[config.mk]
export PLATFORM = sky130hd
export DESIGN_NAME = tone_decoder
export DESIGN_NICKNAME = d
export VERILOG_FILES = /design/src/rtl/tone_pkg.sv /design/src/rtl/tone_period_meter.sv /design/src/rtl/tone_decoder.sv
export SDC_FILE = /design/constraint.sdc
export NUM_CORES = 1
export LEC_CHECK = 0
export ABC_AREA = 1
export BUFFER_PORTS_ARGS = -buffer_cell sky130_fd_sc_hd__buf_4
export CORE_ASPECT_RATIO = 0.6
export CORE_MARGIN = 3
export CORE_UTILIZATION = 25
export DETAILED_ROUTE_END_ITERATION = 6
export HOLD_SLACK_MARGIN = 0.06
export PLACE_DENSITY = 0.36
export SLEW_MARGIN = 25
export SYNTH_ARGS = -nofsm -noshare
export SYNTH_HDL_FRONTEND = slang
export SYNTH_SLANG_ARGS = --single-unit
[constraint.sdc]
create_clock -name clk -period 4.74 [get_ports clk]
set_input_delay 0.474 -clock clk [delete_from_list [all_inputs] [get_ports clk]]
set_output_delay 0.474 -clock clk [all_outputs]
set_load 0.02 [all_outputs]
[src/rtl/tone_pkg.sv]
// Shared tone definitions: note code width, period counter width and the
// note -> nominal half-period table used by both the tone generator and decoder.
package tone_pkg;

    localparam int unsigned NOTE_W    = 5;
    localparam int unsigned PERIOD_W  = 19;
    localparam int unsigned NUM_NOTES = 32;

    typedef enum logic [1:0] {
        ST_IDLE,
        ST_ARMED,
        ST_SEARCH,
        ST_EVAL
    } dec_state_t;

    // Nominal half-period in clk cycles; entries 29/30 are intentionally out of order.
    function automatic logic [PERIOD_W-1:0] note_half_period(input logic [NOTE_W-1:0] code);
        logic [PERIOD_W-1:0] hp;
        hp = '0;
        case (code)
            5'd0:  hp = 19'd50000;
            5'd1:  hp = 19'd53000;
            5'd2:  hp = 19'd56000;
            5'd3:  hp = 19'd60000;
            5'd4:  hp = 19'd63000;
            5'd5:  hp = 19'd67000;
            5'd6:  hp = 19'd70000;
            5'd7:  hp = 19'd75000;
            5'd8:  hp = 19'd80000;
            5'd9:  hp = 19'd85000;
            5'd10: hp = 19'd90000;
            5'd11: hp = 19'd95000;
            5'd12: hp = 19'd100000;
            5'd13: hp = 19'd107000;
            5'd14: hp = 19'd113000;
            5'd15: hp = 19'd120000;
            5'd16: hp = 19'd127000;
            5'd17: hp = 19'd135000;
            5'd18: hp = 19'd143000;
            5'd19: hp = 19'd150000;
            5'd20: hp = 19'd160000;
            5'd21: hp = 19'd170000;
            5'd22: hp = 19'd180000;
            5'd23: hp = 19'd192000;
            5'd24: hp = 19'd203000;
            5'd25: hp = 19'd215000;
            5'd26: hp = 19'd227000;
            5'd27: hp = 19'd240000;
            5'd28: hp = 19'd254000;
            5'd29: hp = 19'd286000;
            5'd30: hp = 19'd270000;
            5'd31: hp = 19'd290000;
        endcase
        return hp;
    endfunction

endpackage

[src/rtl/tone_period_meter.sv]
// Half-period meter: synchronises audio_in, detects either edge and measures
// the clk cycles between consecutive edges; flags loss of tone.
// Ports:
//   clk, rst_n   clock, async active-low reset
//   audio_in     asynchronous square wave
//   hp_done      1-cycle pulse, a new half-period is available on period
//   period       last measured half-period (cycles)
//   timeout_c    counter sits at TIMEOUT with no edge this cycle (combinational)
//   no_tone      high after reset / timeout until the next edge
module tone_period_meter
    import tone_pkg::*;
#(
    parameter int unsigned TIMEOUT = 400000
) (
    input  logic                clk,
    input  logic                rst_n,
    input  logic                audio_in,
    output logic                hp_done,
    output logic [PERIOD_W-1:0] period,
    output logic                timeout_c,
    output logic                no_tone
);

    logic [1:0]          sync_q;
    logic                prev_q;
    logic                edge_c;
    logic [PERIOD_W-1:0] cnt_q;

    assign edge_c    = sync_q[1] ^ prev_q;
    assign timeout_c = !edge_c && (cnt_q == PERIOD_W'(TIMEOUT));

    // Synchroniser, edge capture and saturating half-period counter
    always_ff @(posedge clk or negedge rst_n) begin
        if (!rst_n) begin
            sync_q  <= '0;
            prev_q  <= 1'b0;
            hp_done <= 1'b0;
            period  <= '0;
            cnt_q   <= '0;
            no_tone <= 1'b1;
        end else begin
            sync_q  <= {sync_q[0], audio_in};
            prev_q  <= sync_q[1];
            hp_done <= edge_c;
            if (edge_c) begin
                period  <= cnt_q;
                cnt_q   <= PERIOD_W'(1);
                no_tone <= 1'b0;
            end else begin
                if (cnt_q < PERIOD_W'(TIMEOUT)) begin
                    cnt_q <= cnt_q + 1'b1;
                end
                if (timeout_c) begin
                    no_tone <= 1'b1;
                end
            end
        end
    end

endmodule

[src/rtl/tone_decoder.sv]
// Tone decoder: turns measured speaker half-periods back into a note code,
// requiring STABLE_CNT consecutive matching half-periods before reporting.
// Ports:
//   clk, rst_n    clock, async active-low reset
//   audio_in      square wave, asynchronous to clk
//   note          decoded note code, held while note_valid
//   note_valid    stable tone of code note present
//   note_strobe   1-cycle pulse on valid rise or note change while valid
//   no_tone       no edge for TIMEOUT cycles (and after reset)
//   period_raw    (TONE_DEC_DEBUG_EN only) last captured half-period
//   miss_cnt      (TONE_DEC_DEBUG_EN only) saturating count of misses/aborts
// TBL_SHIFT right-shifts every nominal table entry (0 = real table); it lets a
// scaled-down tone be used without touching the shared table.
module tone_decoder
    import tone_pkg::*;
#(
    parameter int unsigned TOL        = 1000,
    parameter int unsigned STABLE_CNT = 4,
    parameter int unsigned TIMEOUT    = 400000,
    parameter int unsigned TBL_SHIFT  = 0
) (
    input  logic              clk,
    input  logic              rst_n,
    input  logic              audio_in,
    output logic [NOTE_W-1:0] note,
    output logic              note_valid,
    output logic              note_strobe,
`ifdef TONE_DEC_DEBUG_EN
    output logic              no_tone,
    output logic [18:0]       period_raw,
    output logic [7:0]        miss_cnt
`else
    output logic              no_tone
`endif
);

    localparam int unsigned RUN_W = $clog2(STABLE_CNT + 1);

    logic                hp_done;
    logic [PERIOD_W-1:0] period_q;
    logic                timeout_c;

    tone_period_meter #(
        .TIMEOUT (TIMEOUT)
    ) u_meter (
        .clk       (clk),
        .rst_n     (rst_n),
        .audio_in  (audio_in),
        .hp_done   (hp_done),
        .period    (period_q),
        .timeout_c (timeout_c),
        .no_tone   (no_tone)
    );

    dec_state_t        state_q, state_d;
    logic [NOTE_W-1:0] idx_q, idx_d;
    logic              hit_q, hit_d;
    logic [NOTE_W-1:0] hit_idx_q, hit_idx_d;
    logic [NOTE_W-1:0] cand_q, cand_d;
    logic [RUN_W-1:0]  run_q, run_d;
    logic [NOTE_W-1:0] note_q, note_d;
    logic              valid_q, valid_d;
    logic              strobe_q, strobe_d;
`ifdef TONE_DEC_DEBUG_EN
    logic [7:0]        miss_q, miss_d;
`endif
    logic              miss_c;

    logic [PERIOD_W-1:0] tbl_c;
    logic [PERIOD_W-1:0] diff_c;
    logic                match_c;

    // One table entry compared per SEARCH cycle
    assign tbl_c   = note_half_period(idx_q) >> TBL_SHIFT;
    assign diff_c  = (period_q >= tbl_c) ? (period_q - tbl_c) : (tbl_c - period_q);
    assign match_c = (diff_c <= PERIOD_W'(TOL));

    // Next-state: search sequencing, stability filter, output updates
    always_comb begin
        state_d   = state_q;
        idx_d     = idx_q;
        hit_d     = hit_q;
        hit_idx_d = hit_idx_q;
        cand_d    = cand_q;
        run_d     = run_q;
        note_d    = note_q;
        valid_d   = valid_q;
        strobe_d  = 1'b0;
        miss_c    = 1'b0;

        if (timeout_c) begin
            state_d = ST_IDLE;
            valid_d = 1'b0;
            run_d   = '0;
        end else begin
            case (state_q)
                ST_IDLE: begin
                    if (hp_done) begin
                        state_d = ST_ARMED;
                    end
                end
                ST_ARMED: begin
                    if (hp_done) begin
                        state_d = ST_SEARCH;
                        idx_d   = '0;
                        hit_d   = 1'b0;
                    end
                end
                ST_SEARCH: begin
                    if (hp_done) begin
                        // Half-period shorter than a search: counts as a miss, rescan new period
                        idx_d   = '0;
                        hit_d   = 1'b0;
                        run_d   = '0;
                        valid_d = 1'b0;
                        miss_c  = 1'b1;
                    end else begin
                        if (match_c && !hit_q) begin
                            hit_d     = 1'b1;
                            hit_idx_d = idx_q;
                        end
                        idx_d = idx_q + 1'b1;
                        if (idx_q == NOTE_W'(NUM_NOTES - 1)) begin
                            state_d = ST_EVAL;
                        end
                    end
                end
                ST_EVAL: begin
                    if (hit_q) begin
                        if (hit_idx_q == cand_q) begin
                            if (run_q < RUN_W'(STABLE_CNT)) begin
                                run_d = run_q + 1'b1;
                            end
                        end else begin
                            cand_d = hit_idx_q;
                            run_d  = RUN_W'(1);
                        end
                    end else begin
                        run_d  = '0;
                        miss_c = 1'b1;
                    end
                    valid_d = (run_d >= RUN_W'(STABLE_CNT));
                    if (run_d >= RUN_W'(STABLE_CNT)) begin
                        note_d   = cand_d;
                        strobe_d = !valid_q || (note_q != cand_d);
                    end
                    // An edge landing on the EVAL cycle starts the next search directly
                    if (hp_done) begin
                        state_d = ST_SEARCH;
                        idx_d   = '0;
                        hit_d   = 1'b0;
                    end else begin
                        state_d = ST_ARMED;
                    end
                end
                default: state_d = ST_IDLE;
            endcase
        end

`ifdef TONE_DEC_DEBUG_EN
        miss_d = miss_q;
        if (miss_c && (miss_q != 8'hFF)) begin
            miss_d = miss_q + 1'b1;
        end
`endif
    end

    // State and output registers
    always_ff @(posedge clk or negedge rst_n) begin
        if (!rst_n) begin
            state_q   <= ST_IDLE;
            idx_q     <= '0;
            hit_q     <= 1'b0;
            hit_idx_q <= '0;
            cand_q    <= '0;
            run_q     <= '0;
            note_q    <= '0;
            valid_q   <= 1'b0;
            strobe_q  <= 1'b0;
`ifdef TONE_DEC_DEBUG_EN
            miss_q    <= '0;
`endif
        end else begin
            state_q   <= state_d;
            idx_q     <= idx_d;
            hit_q     <= hit_d;
            hit_idx_q <= hit_idx_d;
            cand_q    <= cand_d;
            run_q     <= run_d;
            note_q    <= note_d;
            valid_q   <= valid_d;
            strobe_q  <= strobe_d;
`ifdef TONE_DEC_DEBUG_EN
            miss_q    <= miss_d;
`endif
        end
    end

    assign note        = note_q;
    assign note_valid  = valid_q;
    assign note_strobe = strobe_q;
`ifdef TONE_DEC_DEBUG_EN
    assign period_raw  = period_q;
    assign miss_cnt    = miss_q;
`endif

endmodule
### Word-level counts from Yosys, hierarchy flattened

Memories as Yosys holds them, arrays and structs flattened.
Cells that the tools add are included.

* register bits after elaboration: 71
* memories: 1
* input bits: 3
* bits in read-only memories: 512

* $add $sub $neg: 5
* $lt $le $gt $ge: 5
* bitwise gates (word level): 3
* multiplexer cells: 36
* equality and inequality tests: 14
* reduce and logical (&&, ||, !) cells: 19

Memories
* (no name shown): words 32, bits a word 16, rd ports 1, clocked after memory_dff 0, wr ports 0, line tone_pkg.sv:20 `case (code)`

Operators by type and width (count)
* 19-bit two-way mux: 3
* 19-bit subtractor: 2
* 5-bit two-way mux: 6
* 3-bit two-way mux: 7
* 19-bit by 1-bit adder with 19-bit output, second input constant: 1
* 19-bit == test, second input constant: 1
* 19-bit >= comparator: 1
* 19-bit by 10-bit <= comparator with 1-bit output, second input constant: 1
* 19-bit < comparator, second input constant: 1
* 2-bit two-way mux: 6
* 3-bit by 2-bit inequality test with 1-bit output, second input constant: 4
* 4-bit AND reduction: 3
* 5-bit case mux with 2 select lines: 1
* 1-bit two-way mux: 9
* 2-bit case mux with 4 select lines: 1
* 3-bit inequality test, second input constant: 2
* 3-bit case mux with 2 select lines: 1
* 3-bit AND reduction: 2
* 2-bit nonzero test: 3
* 5-bit by 1-bit adder with 5-bit output, second input constant: 1
* 5-bit == test: 1
* 5-bit == test, second input constant: 1
* 5-bit inequality test: 1
* 2-bit == test, second input constant: 2
* other kinds (15): 21

### Longest topological paths before layout

Gate-level depths: netlist of run 1.

* depth after elaboration: 10
* gate-level depth with buffers: 29

### By module

A second synthesis of run 1 with hierarchy kept.

* cell total of the unflattened synthesis: 1063
* area total of the unflattened synthesis: 6667.6 um^2

Modules (own cells, without submodules)
* tone_decoder: seq. area each 675.6 um^2, instances 1, cells an instance 782, area an instance 4520.6 um^2
* tone_period_meter: seq. area each 1077.3 um^2, instances 1, cells an instance 281, area an instance 2147.1 um^2

### Worst setup path before layout of run 1

No wires, ideal clock.

* path type: reg2reg
* start point: register idx_q[1]
* end point: register hit_idx_q[4]
* clock period less this slack: 3443 ps
* path slack: 1297 ps
* cell stages (with the launch flop): 25
* data required time: 4608 ps
* arrival: 3311 ps
* cell sequence: dfrtp_1 > inv_1 > ha_1 > nand2_1 > a211o_1 > o31ai_1 > ha_1 > inv_1 > fa_1 > buf_2 > nand2_1 > nand2_1 > nand2_2 > nand2_2 > nand2_4 > nand2_4 > buf_6 > nand3_1 > nand2_1 > nor2_1 > nand2_1 > nor2_2 > nand4_4 > nand2_1 > o21ai_1

* longest elaborated chain between the ends: 6

Ends and longest elaborated chain
* from (decl): line tone_decoder.sv:56 `logic [NOTE_W-1:0] idx_q, idx_d;`
* from (signal assigned): line tone_decoder.sv:185 `idx_q <= idx_d;`
* memory 32 x 16 bit *
* 19-bit subtractor / 19-bit >= comparator (equally long branches): line tone_decoder.sv:75 `assign diff_c = (period_q >= tbl_c) ? (period_q - tbl_c) : (tbl_c - period_q);`
* 19-bit two-way mux *: line tone_decoder.sv:75
* 19-bit by 10-bit <= comparator with 1-bit output *: line tone_decoder.sv:76 `assign match_c = (diff_c <= PERIOD_W'(TOL));`
* 1-bit logical AND *: line tone_decoder.sv:118 `if (match_c && !hit_q) begin`
* 4-bit AND reduction (no line) *
* to (signal assigned): line tone_decoder.sv:187 `hit_idx_q <= hit_idx_d;`
* to (decl): line tone_decoder.sv:58 `logic [NOTE_W-1:0] hit_idx_q, hit_idx_d;`

Mark *: on every way between the ends. The rest lies on a longest branch, timed or not.
A chain may end at the register's enable or synchronous reset.

### Worst setup path after layout of run 1

* start point: register idx_q[1]
* end point: register hit_q

* longest elaborated chain between the ends: 7

Ends and longest elaborated chain
* memory 32 x 16 bit *
* 19-bit subtractor / 19-bit >= comparator (equally long branches): line tone_decoder.sv:75
* 19-bit two-way mux *: line tone_decoder.sv:75
* 19-bit by 10-bit <= comparator with 1-bit output *: line tone_decoder.sv:76
* 1-bit logical AND *: line tone_decoder.sv:118
* 3-bit by 2-bit inequality test with 1-bit output (no line) *
* 4-bit AND reduction (no line) *
* to (signal assigned): line tone_decoder.sv:186 `hit_q <= hit_d;`
* to (decl): line tone_decoder.sv:57 `logic hit_q, hit_d;`

Marks and branches as above.

==> metrics, run 1 <==
status complete, no violations; peak supply drop 0.176 mV; skew final 0.00857 ns; die width 208 µm; ranking of synthesized cells by area dfrtp_1 (28%), nand2_1 (19%), inv_1 (8.5%); largest net degree at the start of global routing 71; Detail Route Antenna Nets 0; crit path max fanout 13; Max Slew Vio Count 0; Pleak 3.44 nW; drt via density 4.57; Synthesis Warnings 0; mapped cell area 6110 µm²; Layout fillers 2641; Synth Instances 959; RSZ-0062 raised after global routing no; die height 127 µm; Final Hold Viols 0; vias 5907; initial antenna violation count 0; setup TNS 0 ns; estimated wirelength of the detail-placed design 16600 µm; DR WL met2 6620 µm; reg2reg end hit_q; Initial Util 0.259; slew margin rel. 0.485; share of post-route cells with drive strength above 1 0.0941; Final #Nets 1018; post-synth top area cell dfrtp_1; FF+latch count, synth 70; total power 2.93 mW; Post-Route WL 20300 µm; P&R area growth vs syn 13.2%; Reg clk slew, reported paths 0.06 ns; HP Class in2async; worst path required time 4.97 ns; FMAX 0.234 GHz; root buffer cell clkbuf_16; Max stage delay on crit path 0.54 ns; die area 26400 µm²; CTS tree built; wire length on met1 12100 µm; Critical Path AT 4.50 ns; vias in the first global route 5603; I/O Pins 11; I/O Buffers 10; Top cell by count, worst path nand2_1; GRT Total Usage 0.159; CTS buffer count 9; Seq/Total Area, Yosys 0.287; mean routed wirelength per cell 15.7 µm; fin crit period 4.27 ns; P per Cell Area 424 nW/µm²; synth unique cells 53; # DRC 0; top cell type's share of synthesized area 0.282; Final setup violation count 0; RD Place Congestion 0.883; critical path's slowest cell fa_1; Cell Area, Placed 6590 µm²; Seq. cell area 1750 µm²; clk buf depth 2; ys flop type dfrtp_1; overflow left after global routing 0; initial DRC count 566; H-tree depth 3; post-synthesis net count 1004; DR pass1 iterations 5; Core Footprint 23600 µm²; worst slew pin tran 0.767 ns; Worst R2R Setup Slack 0.47 ns; share of the clock period used by the worst path 0.901; syn avg cell area 6.37 µm²; number of synthesized flops with an enable pin 0; highest routed layer met4; num rows 43; WL met3 1310 µm; fin area 6920 µm²; Multi-input gate area 3680 µm²; MaxCap Viol Count 0; crit-path cells inv_1 > ha_1 > nand2_1 > a211o_1 > o31ai_1 > ha_1 > inv_1 > fa_1 > nand2_1 > nand2_1 > nand2_2 > nand2_2 > nand2_4 > nand2_4 > nand2_1 > nand3_1 > nor2_1 > nand2_1 > nor2_2 > nand3_1 > nand2_1 > nand2_1 > nand2_1 > nand2_1; crit path kind reg2reg; clk_lat worst skew 0.35 ns; Setup crit start kind flip-flop; FF-to-FF path depth 24; Crit. End Element flip-flop; hold buffers post-CTS 0; antenna cells 0; global-route wire length before repair 32600 µm; Num Clock Sinks 70; Synth async-reset ratio 1.00; Reg-to-Reg Start idx_q[1]
power breakdown:
part           switching [mW]  leakage [nW]  internal (mW)
Combinational            1.04          2.33          0.467
Sequential             0.0462         0.950          0.634
Clock                   0.284         0.160          0.462
placed cells by master, fill, tap and decap left out, drive strengths merged, types with 18 or more instances in the layout:
cell type and instances:
a21oi 39, inv 153, buf 25, dfrtp 69
nand3 54, o21ai 73, nor3 18, ha 41
nor2 95, nand2 323
cell usage after synthesis (2+ instances only):
cell        n
nand3b_1    2
o22ai_1     5
a21oi_2     3
o21ai_0    65
nor2_4      2
mux2_2      3
dfrtp_1    69
nand4_1    15
nor2_1     84
o211ai_1    5
clkbuf_1   12
nand3_1    52
inv_2      14
nor4_1      2
xor2_1      6
a32oi_1     2
o21ai_1     8
o221ai_1    2
nor2_2      9
nor3_1     18
xnor2_1     7
nand3_2     2
buf_6       2
a21oi_1    36
inv_1     138
o21bai_1    2
buf_2       8
nand2_1   311
nand2_2    10
nand2_4     2
ha_1       41
kinds of logic after synthesis:
kind of cell,after synthesis,synth area share
AND/OR/NAND/NOR,514,0.358
multiplexers,3,0.00553
adder cells (fa/ha/maj),42,0.0872
flip-flops,70,0.287
AO/OA/AOI/OAI,142,0.133
buffers and inverters,175,0.112
XOR/XNOR,13,0.0186
how the worst max path moves through the flow:
stage / from / endpoint / slack [ns] / depth (start not counted)
2_1_floorplan: idx_q[1] / hit_idx_q[4] / 1.30 / 24
3_3_place_gp: idx_q[1] / hit_q / 0.45 / 20
3_5_place_dp: idx_q[1] / hit_q / 0.41 / 22
4_1_cts: idx_q[1] / hit_q / 0.40 / 22
5_1_grt: idx_q[1] / hit_q / 0.05 / 24
6_report: idx_q[1] / hit_q / 0.47 / 24
critical path, delay by kind of cell (launching register included):
family          cells  cell delay, ns
compound gates      2            0.47
fa+ha+maj           3            1.20
buf+inv             2            0.37
flops               1            0.49
simple gates       17            1.63
cell type report:
type | instances | area share
clock buffers | 9 | 0.0325
clock inverters | 7 | 0.0139
inverters | 153 | 0.0830
multi-input cells | 714 | 0.533
flip-flops and latches | 70 | 0.253
well taps | 315 | 0.0570
repair buffers | 25 | 0.0277
metrics by stage:
step / hold WS (ns) / util / worst slack, ns / std cells
3_3_place_gp: 0.338 / 0.279 / 0.448 / 1277
4_1_cts: 0.209 / 0.293 / 0.399 / 1293
6_report: 0.104 / 0.294 / 0.470 / 1293
3_5_place_dp: 0.340 / 0.279 / 0.412 / 1277
2_1_floorplan: 0.178 / - / 1.30 / 959
5_1_grt: 0.166 / 0.294 / 0.0465 / 1293
what timing repair did:
| item | CTS | global route |
|---|---|---|
| buffers inserted | 0 | 0 |
| endpoints found under the setup margin | 0 | 4 |
| endpoints found under the hold margin | 0 | 0 |
| resized for setup | 0 | 2 |
state kept, by name, indices dropped and copies added (netlist names), 2 cells and up:
name and cells:
state_q 2, run_q 3, note 5, hit_idx_q 5, u_meter.cnt_q 19, u_meter.sync_q 2
cand_q 5, idx_q 5, u_meter.period 19
routing by layer:
layer | up-vias | track usage
li1 | 3084 | -
met1 | 2655 | 0.274
met2 | 152 | 0.187
met3 | 16 | 0.0373
met4 | 0 | 0.0297
met5 | - | 0
No activity file was read; power rests on OpenSTA's default activity.
==> run 2, diff against run 1 <==
--- a/config.mk
+++ b/config.mk
@@ -5,7 +5,6 @@
 export SDC_FILE = /design/constraint.sdc
 export NUM_CORES = 1
 export LEC_CHECK = 0
-export ABC_AREA = 1
 export BUFFER_PORTS_ARGS = -buffer_cell sky130_fd_sc_hd__buf_4
 export CORE_ASPECT_RATIO = 0.6
 export CORE_MARGIN = 3
==> run 2 against run 1 <==
Against the previous run:
- final area rose by 9.2%
- clock power is 9.0% lower
- largest cell class unchanged
- synthesized cell count fell by 28%
- synthesized area shrank 8.0%
- critical endpoint is now hit_idx_q[3]
- highest routed layer unchanged
- power rose by 12%
- clock skew about the same
- worst setup slack worse by 0.27 ns
==> metrics, run 2 <==
status complete, no violations; overflow left after global routing 0 (unchanged); top cell type's share of synthesized area 0.307 (+0.0245); die width 200 µm (-4.0%); HP Class in2async; Worst R2R Setup Slack 0.20 ns (-0.27 ns); ranking of synthesized cells by area dfrtp_1 (31%), ha_1 (9.1%), nand2_1 (5.5%); MaxCap Viol Count 0 (unchanged); global-route wire length before repair 30300 µm (-7.1%); # DRC 0 (unchanged); vias in the first global route 5122 (-8.6%); Final Hold Viols 0 (unchanged); CP startpoint idx_q[0]; num rows 41 (-4.7%); share of the clock period used by the worst path 0.958 (+0.0576); FF+latch count, synth 70 (unchanged); Post-Route WL 19400 µm (-4.5%); mapped cell area 5620 µm² (-8.0%); P per Cell Area 434 nW/µm² (+2.4%); Setup crit start kind flip-flop; Seq/Total Area, Yosys 0.312 (+0.0249); FMAX 0.220 GHz (-6.0%); CP delay by family, top simple AND/OR/NAND/NOR gates; die height 122 µm (-3.9%); Util after Layout 0.351 (+0.0572); die area 24400 µm² (-7.7%); most frequent cells in the layout buf_4 (137), nand2_1 (82), dfrtp_1 (69), nor2_1 (61), inv_1 (51); worst slew pin tran 0.833 ns (+0.0662 ns); Pleak 3.41 nW (-0.78%); drt via density 4.93 (+7.8%); Detail Route Antenna Nets 0 (unchanged); CTS buffer count 9 (unchanged); Num Clock Sinks 70 (unchanged); critical path depth in cells 21 (-13%); total power 3.28 mW (+12%); initial DRC count 369 (-35%); DR pass1 iterations 5 (unchanged); Max stage delay on crit path 0.40 ns (-0.14 ns); Synth Instances 691 (-28%); FF-to-FF path depth 21 (-13%); worst setup slack after layout 0.197 ns (-0.273 ns); post-synthesis net count 736 (-27%); post-synth top area cell dfrtp_1; CTS tree built; reg2reg end hit_idx_q[3]; largest net degree at the start of global routing 71 (unchanged); commonest non-fill, non-tap cell in the layout buf_4; estimated wirelength of the detail-placed design 15500 µm (-6.9%); share of post-route cells with drive strength above 1 0.290 (+0.196); mean routed wirelength per cell 17.7 µm (+13%); slew margin rel. 0.445 (-0.0402); Top cell by count, worst path buf_4; I/O Pins 11 (unchanged); Final #Nets 854 (-16%); I/O Buffers 10 (unchanged); number of synthesized flops with an enable pin 0 (unchanged); critical path endpoint hit_idx_q[3]; antenna cells 0 (unchanged); CP Buf/Inv Count 6 (+4); crit path kind reg2reg; clk_lat worst skew 0.34 ns (about the same); P&R area growth vs syn 34.4%; GRT Total Usage 0.164 (+0.00546); critical path's slowest cell dfrtp_1; Synth async-reset ratio 1.00 (unchanged); fin area 7560 µm² (+9.2%); Reg-to-Reg Start idx_q[0]; ys flop type dfrtp_1; most frequent cells after synthesis nand2_1 (82), dfrtp_1 (69), nor2_1 (64), inv_1 (54), o21ai_0 (53); Core Footprint 21500 µm² (-8.6%); Hold Slack 0.105 ns (+0.00118 ns); Final setup violation count 0 (unchanged); Synthesis Warnings 0 (unchanged); Place WS -0.336 ns (-0.748 ns); cell with the most instances after synthesis nand2_1; initial antenna violation count 0 (unchanged); Crit. End Element flip-flop; crit path max fanout 7 (-6); H-tree depth 3 (unchanged); clk buf depth 2 (unchanged); syn avg cell area 8.14 µm² (+28%); Reg clk slew, reported paths 0.06 ns (about the same); fin crit period 4.54 ns (+0.273 ns); hold buffers post-CTS 0 (unchanged); Critical Path AT 4.76 ns (+0.26 ns); skew final 0.00904 ns (+0.000469 ns); Max Slew Vio Count 0 (unchanged); peak supply drop 0.156 mV (-11%); vias 5385 (-8.8%); crit-path cells buf_4 > ha_2 > a21oi_4 > a21oi_4 > o21bai_1 > o311ai_2 > buf_4 > ha_4 > buf_4 > nand4_1 > a21oi_2 > o2111ai_2 > nor3b_4 > buf_4 > buf_4 > or3_1 > nand4_1 > nand4_1 > nor4_4 > buf_6 > mux2_2; Top Registers u_meter.cnt_q: 19 flops, u_meter.period: 19 flops; Initial Util 0.261 (+0.00166); synth unique cells 69 (+30%); root buffer cell clkbuf_16; Cell Area, Placed 6800 µm² (+3.2%); worst path required time 4.96 ns (about the same); RD Place Congestion 0.909 (+3.0%)
## run 2: cell types whose count changed in the layout (fill, tap and decap cells not counted), sizes merged, moves of 8 or more
cell / delta
a21o: +11
a21oi: +14
and3: +12
buf: +118
inv: -98
mux2: +9
mux2i: +9
nand2: -240
nand2b: +8
nand3: -31
nor2: -31
o21ai: -20
xnor2: +15
xor2: +13
## run 2: worst min path at each step
stage,from,endpoint,slack (ns),cells after the start
after floorplan,rst_n,cand_q[0],0.18,0
after CTS,audio_in,u_meter.sync_q[0],0.22,1
final,rst_n,idx_q[3],0.11,1
after global placement,u_meter.sync_q[0],u_meter.sync_q[1],0.34,0
after detailed placement,u_meter.sync_q[0],u_meter.sync_q[1],0.34,0
after global routing,rst_n,idx_q[3],0.15,1
## run 2: cell type report
cell class              instances  area [µm²]
clock buffers                  10         229
clock inverters                 6        70.1
fillers                      2267       14000
inverters                      54         203
multi-input cells             531        3830
flip-flops and latches         70        1750
well taps                     279         349
repair buffers                143        1120
## run 2: kinds of logic (layout without fill, tap and decap cells)
group	count (synthesis)	count (layout)	share of synthesized area
mux	22	22	0.0447
xor+xnor	41	41	0.0638
simple gates	245	245	0.213
buf+inv	90	213	0.0638
flops	70	70	0.312
compound gates	181	181	0.208
fa+ha+maj	42	42	0.0948
## run 2: worst register-to-register path, delay by kind of cell, from the launching register on
kind                       cells  cell delay [ns]
DFF                            1             0.40
and+or+nand+nor                6             1.27
AOI/OAI and AO/OA              6             0.99
buffers and inverters          6             0.95
muxes                          1             0.34
adders and majority gates      2             0.48
## run 2: metrics by stage
step           setup TNS (ns)  instances
2_1_floorplan               0        691
5_1_grt                -0.106       1093
4_1_cts                     0       1082
6_report                    0       1093
3_3_place_gp            -2.19       1061
3_5_place_dp            -1.80       1061
## run 2: report_power, final
part | internal, mW | switching [mW] | leakage (nW)
Sequential | 0.628 | 0.0518 | 0.951
Clock | 0.411 | 0.268 | 0.147
Combinational | 0.881 | 1.04 | 2.31
## run 2: repair_timing
item,in CTS,in global routing
buffers inserted,5,10
pin swaps,3,29
endpoints found under the setup margin,6,6
resized for setup,9,64
## run 2: per-layer routing
layer,track usage,share of wire
met5,0,0
met4,0.0353,0.0089
met3,0.0467,0.059
met2,0.187,0.34
met1,0.283,0.60
==> run 3, diff against run 2 <==
--- a/config.mk
+++ b/config.mk
@@ -11,7 +11,9 @@
 export CORE_UTILIZATION = 25
 export DETAILED_ROUTE_END_ITERATION = 6
 export HOLD_SLACK_MARGIN = 0.06
-export PLACE_DENSITY = 0.36
+export PLACE_DENSITY = 0.43
+export RECOVER_POWER = 25
+export REMOVE_ABC_BUFFERS = 1
 export SLEW_MARGIN = 25
 export SYNTH_ARGS = -nofsm -noshare
 export SYNTH_HDL_FRONTEND = slang
==> run 3 against run 2 <==
Against the previous run:
- critical path depth decreased by 3
- power increased by 2.6%
- hold slack improved by 0.16 ns
- register-to-register slack got worse by 0.05 ns
- global-route usage decreased by 0.33 points
- the run now ends with capacitance limit, slew limit left
- first-iteration DRC count increased by 42%
- sequential share of layout area increased by 0.33 points
- utilization decreased by 0.49 points
- critical path type unchanged
- clock skew increased by 0.0048 ns
==> metrics, run 3 (same netlist as run 2, synthesis figures left out) <==
die area 24400 µm² (unchanged); I/O Pins 11 (unchanged); clk buf depth 2 (unchanged); RD Place Congestion 0.949 (+4.3%); I/O Buffers 10 (unchanged); die height 122 µm (unchanged); Core Footprint 21500 µm² (unchanged); root buffer cell clkbuf_16; NetSw 1.38 mW (+1.0%); initial DRC count 524 (+42%); Initial Util 0.261 (unchanged); H-tree depth 3 (unchanged); Final #Nets 850 (-0.47%); overflow left after global routing 0 (unchanged); DR pass1 iterations 5 (unchanged); Detail Route Antenna Nets 0 (unchanged); Top Registers u_meter.cnt_q: 19 flops, u_meter.period: 19 flops; # DRC 0 (unchanged); Finished Layout Cells 1089 (-0.37%); share of the clock period used by the worst path 0.969 (+0.0106); worst slew pin tran 2.24 ns (+1.41 ns); Max Slew Vio Count 73 (+73); Crit. End Element flip-flop; largest net degree at the start of global routing 71 (unchanged); Layout fillers 2236 (-1.4%); P&R area growth vs syn 32.5%; Setup crit start kind flip-flop; crit path max fanout 10 (+3); initial antenna violation count 0 (unchanged); Pleak 3.37 nW (-1.3%); status finished with violations; Worst R2R Setup Slack 0.15 ns (-0.05 ns); FMAX 0.218 GHz (-1.1%); Reg power frac 0.202 (-0.005); share of post-route cells with drive strength above 1 0.270 (-0.0196); Int Pwr 1.99 mW (+3.7%); P per Cell Area 452 nW/µm² (+4.0%); Gate power share 0.581 (-0.005); CTS tree built; global-route wire length before repair 30000 µm (-1.1%); Place WS -0.197 ns (+0.139 ns); power share of the clock group 0.217 (+0.010); Final Hold Viols 0 (unchanged); Post-Route WL 19500 µm (+0.36%); mean routed wirelength per cell 17.9 µm (+0.73%); fin crit period 4.59 ns (+0.0502 ns); skew final 0.0138 ns (+0.00478 ns); crit path kind reg2reg; slew margin rel. -0.493 (-0.937); total power 3.37 mW (+2.6%); Multi-input gate area 3780 µm² (-1.4%); antenna cells 0 (unchanged); HP Class in2reg; worst path required time 4.94 ns (-0.02 ns); commonest non-fill, non-tap cell in the layout buf_4; CTS buffer count 9 (unchanged); drt via density 5.06 (+2.7%); clk_lat worst skew 0.33 ns (about the same); placed cell count 1059 (-0.19%); worst setup slack after layout 0.147 ns (-0.0502 ns); peak supply drop 0.227 mV (+46%); MaxCap Viol Count 2 (+2); Num Clock Sinks 70 (unchanged); Seq. cell area 1750 µm² (unchanged); estimated wirelength of the detail-placed design 15300 µm (-0.94%); vias in the first global route 5053 (-1.3%); vias 5510 (+2.3%); violated checks capacitance limit, slew limit; Final setup violation count 0 (unchanged); Reg clk slew, reported paths 0.06 ns (about the same); most frequent cells in the layout buf_4 (133), nand2_1 (81), dfrtp_1 (69), nor2_1 (61), inv_1 (52); die width 200 µm (unchanged); Sw Share 0.409 (-0.00620); num rows 41 (unchanged); Critical Path AT 4.80 ns (+0.04 ns); GRT Total Usage 0.161 (-0.00328)
run 3: repair_timing:
action,CTS,global route
hold buffers,0,0
setup endpoints to repair,6,6
pin swaps,5,15
setup buffers,5,9
resized for setup,15,41
endpoints found under the hold margin,0,0
run 3: final cells by class:
class	count	area share
multi-input cells	531	0.507
well taps	279	0.0468
flip-flops and latches	70	0.235
clock buffers	10	0.0307
inverters	54	0.0272
repair buffers	139	0.141
clock inverters	6	0.0126
run 3: stage by stage:
stage | setup TNS [ns] | hold slack, ns | utilization | cell area (µm²)
4_1_cts | 0 | 0.229 | 0.333 | 7180
5_1_grt | -0.246 | 0.251 | 0.346 | 7450
2_1_floorplan | -1.18 | 0.178 | - | 5470
3_5_place_dp | -0.991 | 0.350 | 0.314 | 6760
3_3_place_gp | -0.589 | 0.338 | 0.314 | 6760
6_report | 0 | 0.265 | 0.346 | 7450
run 3: worst max-delay path, stage by stage (launching register included):
cell and delay, ns:
dfrtp_1 0.40, buf_4 0.19, ha_1 0.27, o31ai_1 0.39, buf_4 0.19, ha_4 0.12, inv_1 0.05, fa_2 0.34
buf_4 0.15, nand2b_1 0.16, o211ai_1 0.19, a21oi_2 0.12, buf_4 0.16, nand3b_1 0.14, mux4_1 0.61, o41ai_4 0.43
nor4_4 0.08, buf_6 0.15, mux2_4 0.30
run 3: final timing paths:
| path | cells after the start | start | to |
|---|---|---|---|
| min | 1 | audio_in | u_meter.sync_q[0] |
| max reg2reg | 18 | idx_q[0] | hit_idx_q[0] |
| max in group asynchronous | 2 | rst_n | u_meter.cnt_q[0] |
| max | 18 | idx_q[0] | hit_idx_q[0] |
| min in group asynchronous | 1 | rst_n | idx_q[0] |
| min reg2reg | 0 | u_meter.sync_q[0] | u_meter.sync_q[1] |
run 3: power groups by stage:
stage / clock, mW / combinational [mW] / sequential, mW
5_1_grt: 0.782 / 2.11 / 0.687
6_report: 0.731 / 1.95 / 0.680
4_1_cts: 0.752 / 1.76 / 0.678
3_3_place_gp: 0 / 1.73 / 0.687
3_5_place_dp: 0 / 1.71 / 0.689
2_1_floorplan: 0 / 0.932 / 0.689
run 3: metal layers:
metal  up-vias  track usage  share of wire
li1       2648            -              -
met1      2684        0.285           0.58
met2       169        0.187           0.35
met3         9       0.0337          0.066
met4         0       0.0231         0.0056
met5         -            0              0
